--- src/rtl/zle_dec.sv ---
// Zero-length-encoding decoder: literal tokens pass straight through, run tokens
// expand into n+1 zero words. Mealy handshakes, zero latency on both streams.
module zle_dec #(
  parameter int W  = 8,
  parameter int CW = 4
) (
  input  logic          clock,
  input  logic          reset,
  input  logic          i_v,
  output logic          i_b,
  input  logic [W:0]    i_d,
  output logic          o_v,
  input  logic          o_b,
  output logic [W-1:0]  o_d,
  output logic [1:0]    stateo,
  output logic          fireo,
  output logic [CW-1:0] runo
);

  typedef enum logic [1:0] {
    IDLE = 2'd0,
    RUN  = 2'd1
  } state_t;

  state_t        state_q, state_d;
  logic [CW-1:0] cnt_q, cnt_d;

  always_ff @(posedge clock or negedge reset) begin
    if (!reset) begin
      state_q <= IDLE;
      cnt_q   <= '0;
    end else begin
      state_q <= state_d;
      cnt_q   <= cnt_d;
    end
  end

  always_comb begin
    i_b     = 1'b1;
    o_v     = 1'b0;
    fireo   = 1'b0;
    o_d     = '0;
    state_d = state_q;
    cnt_d   = cnt_q;
    // Outputs are held quiet while reset is low, even though they are combinational.
    if (reset) begin
      case (state_q)
        IDLE: begin
          if (i_v && !o_b) begin
            i_b   = 1'b0;
            o_v   = 1'b1;
            fireo = 1'b1;
            if (!i_d[W]) begin
              o_d = i_d[W-1:0];
            end else if (i_d[CW-1:0] != '0) begin
              // First zero goes out now; cnt counts the zeros still owed.
              cnt_d   = i_d[CW-1:0];
              state_d = RUN;
            end
          end
        end
        RUN: begin
          if (!o_b) begin
            o_v   = 1'b1;
            fireo = 1'b1;
            cnt_d = cnt_q - 1'b1;
            if (cnt_q == CW'(1)) state_d = IDLE;
          end
        end
        default: begin
          i_b     = 1'bx;
          o_v     = 1'bx;
          fireo   = 1'bx;
          state_d = state_t'(2'bxx);
        end
      endcase
    end
  end

  assign stateo = state_q;
  assign runo   = cnt_q;

endmodule
--- config.mk ---
export PLATFORM = sky130hd
export DESIGN_NAME = zle_dec
export DESIGN_NICKNAME = d
export VERILOG_FILES = /design/src/rtl/zle_dec.sv
export SDC_FILE = /design/constraint.sdc
export NUM_CORES = 1
export LEC_CHECK = 0
export CAP_MARGIN = 20
export CORE_MARGIN = 4
export CORE_UTILIZATION = 31
export DETAILED_ROUTE_END_ITERATION = 12
export GPL_TIMING_DRIVEN = 0
export PLACE_DENSITY = 0.72
export SYNTH_ARGS = -nofsm -noshare
export SYNTH_HDL_FRONTEND = slang
export SYNTH_SLANG_ARGS = --single-unit
--- constraint.sdc ---
create_clock -name clock -period 1.29 [get_ports clock]
set_input_delay 0.258 -clock clock [delete_from_list [all_inputs] [get_ports clock]]
set_output_delay 0.258 -clock clock [all_outputs]
set_load 0.01 [all_outputs]
---- Yosys cells after proc, flatten, opt, wreduce, memory -nomap -nowiden ----
Index checks and enable logic that the tools add are counted.
word-level totals
  bits in registers ....................... 6
  bits in latches ......................... 0
  memory bits (writable) .................. 0
  ROM bits ................................ 0
  input port bits ......................... 13
  output and inout port bits .............. 17
  logic and storage cells ................. 39
  memories ................................ 0
operators by class
  add/subtract/negate cells ............... 1
  $mul .................................... 0
  div/mod/pow operators ................... 0
  magnitude comparators ................... 0
  equal/unequal tests ..................... 7
  shift operators ......................... 0
  mux-type cells .......................... 22
  bitwise gates (word level) .............. 0
  reduce and logical (&&, ||, !) cells .... 7
operators with widths
  operator                                                               number
  8-bit two-way mux                                                      4
  4-bit two-way mux                                                      4
  6-bit AND reduction                                                    2
  2-bit two-way mux                                                      5
  2-bit inequality test, second input constant                           5
  4-bit one-hot mux with 2 select lines                                  1
  1-bit two-way mux                                                      5
  4-bit by 1-bit equality test with 1-bit output, second input constant  1
  1-bit one-hot mux with 2 select lines                                  2
  2-bit one-hot mux with 2 select lines                                  1
  4-bit nonzero test                                                     1
  4-bit by 1-bit subtractor with 4-bit output, second input constant     1
  2-bit by 1-bit equality test with 1-bit output, second input constant  1
  2-bit zero test                                                        1
  2-bit nonzero test                                                     1
  1-bit logical AND                                                      1
  1-bit zero test                                                        1

---- Longest topological paths before layout ----
  depth in word-level cells ............... 5
  gate-level depth with buffers ........... 5

---- Least setup slack after synthesis ----
OpenSTA, ideal clock, no wires.
  kind .................................... register to output
  start ................................... reg state_q[0], in the netlist stateo[0]
  end ..................................... out o_d[0]
  data arrival time ....................... 1.163 ns
  data required time ...................... 1.032 ns
  setup slack ............................. -0.131 ns
  stages on the path, launching flop included .. 4
  cells stage by stage .................... dfrtp_1 -> nand4bb_1 -> nor2_1 -> and2_1
between the ends
  longest elaborated chain between the ends .. 3
ends and longest elaborated chain
  element                 RTL line  text
  from (decl)             25        state_t state_q, state_d;
  from (signal assigned)  33        state_q <= state_d;
  2-bit zero test         47        case (state_q)
  8-bit two-way mux       47
  8-bit two-way mux       46        if (reset) begin
  to (decl)               14        output logic [W-1:0] o_d,
Every way passes these cells.

---- Worst setup path in the final report ----
  start ................................... reg state_q[0], in the netlist stateo[0]
  end ..................................... out o_d[1]
The elaborated chain is that of the path after synthesis.

==> metrics.txt <==
Worst-path clk slew 0.05 ns; most common cell in the netlist and2_1; ANT cells 0; ys async rst share 100%; reg2reg end runo[2]$_DFFE_PN0P_; Die Area 2230 sq um; number of max-cap violations 0; Ports 30; Post-Syn Area 477 sq um; average cell area after synthesis 8.51 sq um; via count 649; CTS tree built; largest net degree at the start of global routing 10; design area 990 sq um; die extent in y 47.2 microns; GRT Util Overall 18.1%; Final WS setup -0.380 ns; Net Count, Synth 71; Place WS -1.22 ns; R2R setup slack -0.36 ns; ys flop type dfrtp_1; Initial Util 34.9%; Hold/Removal Path Class in -> reg; antenna viol nets, final 0; final wirelength 1950 microns; post-DP HPWL 1150 microns; Die W 47.2 microns; fmax 0.599 GHz; count of input and output buffers 28; hold path cells 4; Initial DRC Count 16; Post-synth EDFFs 0; Finish-stage setup viols 14; RR Startpoint stateo[0]$_DFFE_PN0P_; worst skew pair latency 0.25 ns; Synthesis Warnings 0; Placeable Area 1370 sq um; top cell type's share of synthesized area 26.2%; startpoint types register; row count 13; unrepaired setup endpoints after global routing true; Worst Setup Path Type reg -> out; final net count 119; CP peak stage delay 0.37 ns; setup TNS -3.55 ns; Hold Path End stateo[0]$_DFFE_PN0P_; final hold vios 0; Worst Hold Launch reset; first-pass GRT wire length 2780 microns; peak supply drop 1170 uV; residual DRC count 0; Reg2Reg Depth 5; placed instance area 778 sq um; Synth cell types 27; share of layout cells above drive strength 1 52.4%; clock tree buffer depth 2; global route overflow 0; required time of the critical path 1.03 ns; CTS Root Cell clkbuf_4; clock sink total 5; Synth area leader dfrtp_1; fin. max-slew vios 0; crit path DAT 1.41 ns; vias in the first global route 611; synthesis-to-finish area growth 108%; Area contributors post-synth dfrtp_1 26%, and2_1 10%, and4b_1 6.3%; Seq cells post-synth 5; Synth Instances 56; failing checks setup timing; CTS Buf Count 3; crit end category primary output; register area share after synthesis 26.2%; critical path's most frequent cell buf_6; pwr dens 1470 nW/um^2; Final min period 1.67 ns; DRT Pass-1 Iters 4; CP Cell Sequence nand4bb_4, nor2_4, buf_6, buf_6, and2_4, buf_6; Clock Skews 0.00193 ns; final worst-path cycle share 129%; Crit-path slowest cell dfrtp_1; WL per Instance 16.5 microns; Final GP Congestion 0.861; Max H-tree Level 1; Static Leakage 0.467 nW; CP Max Fanout 5; status finished, violations left; vias per cell 5.50; synth cell count leaders 8 x and2_1, 5 x dfrtp_1, 5 x nor2_1, 4 x inv_1, 4 x o211ai_1; initial antenna violation count 0
## worst max path at each step
stage,startpoint,to,slack (ns),depth (start not counted)
final,stateo[0]$_DFFE_PN0P_,o_d[1],-0.38,6
after global placement,reset,o_d[3],-1.15,5
after detailed placement,reset,o_d[3],-1.22,5
after global routing,stateo[0]$_DFFE_PN0P_,o_d[1],-0.44,6
after CTS,stateo[0]$_DFFE_PN0P_,o_d[2],-0.38,6
after floorplan,stateo[0]$_DFFE_PN0P_,o_d[0],-0.08,3
## registers in the layout, indices dropped and copies added (netlist names)
name and flops:
runo 4, stateo 1
## cells in the final DEF, fill, tap and decap left out, types with 2 or more instances in the layout
cell / count
o211ai_1: 4
and4b_1: 3
and2_1: 5
and2_4: 3
nor2_4: 2
buf_4: 10
dlygate4sd2_1: 9
o311a_1: 3
ha_1: 2
a21oi_2: 2
buf_2: 9
nor2_1: 2
dfrtp_1: 4
clkdlybuf4s50_1: 4
clkbuf_4: 3
buf_6: 10
inv_2: 3
## power breakdown
| group | leakage (nW) | internal [W] | switching [W] |
|---|---|---|---|
| combinational | 0.395 | 0.000522 | 0.000446 |
| clock | 0.0150 | 0.000118 | 0.0000740 |
| sequential | 0.0573 | 0.000228 | 0.0000678 |
## cell families (layout without fill, tap and decap cells)
kind of cell	count (synthesis)	count (layout)	synth area share, %
other cells	1	1	0.787
simple gates	26	26	36.0
compound gates	14	14	22.6
mux	1	1	2.10
fa+ha+maj	2	2	5.25
flops	5	5	26.2
buf+inv	7	54	7.08
## per-layer routing
metal	vias up	share of wire (%)	GRT usage, %
met5	-	0	0
met4	0	1.8	5.52
met3	6	6.6	5.75
met2	34	51	31.2
met1	306	41	21.3
li1	303	-	-
## per-stage QoR
stage	hold slack (ns)	std cells	utilization, %	total power [W]
after floorplan	-0.0376	56	-	0.000660
after global placement	0.583	99	57.0	0.000943
after detailed placement	0.593	99	57.0	0.000951
after CTS	0.453	117	68.5	0.00137
after global routing	0.514	118	72.4	0.00156
final	0.505	118	72.4	0.00146
## final cells by class
type | instances | area (sq um)
multi-input cells | 44 | 407
fillers | 103 | 377
repair buffers | 43 | 368
flip-flops and latches | 5 | 126
plain buffers | 3 | 28.8
clock buffers | 4 | 26.3
well taps | 15 | 18.8
inverters | 4 | 15.0
## worst max-delay path: cells and delay by family (launching register included)
family / cells / cell delay, ns
and+or+nand+nor: 3 / 0.49
DFF: 1 / 0.37
buffers and inverters: 3 / 0.30
## timing repair
action                     4_1_cts  5_1_grt
setup endpoints to repair       21       17
pin swaps                        3        5
hold buffers                     1        0
setup buffers                   12        2
gates cloned                     1        0
gates resized for setup         90       12
hold endpoints to repair         5        0
Power figures use the tool's default switching activity.
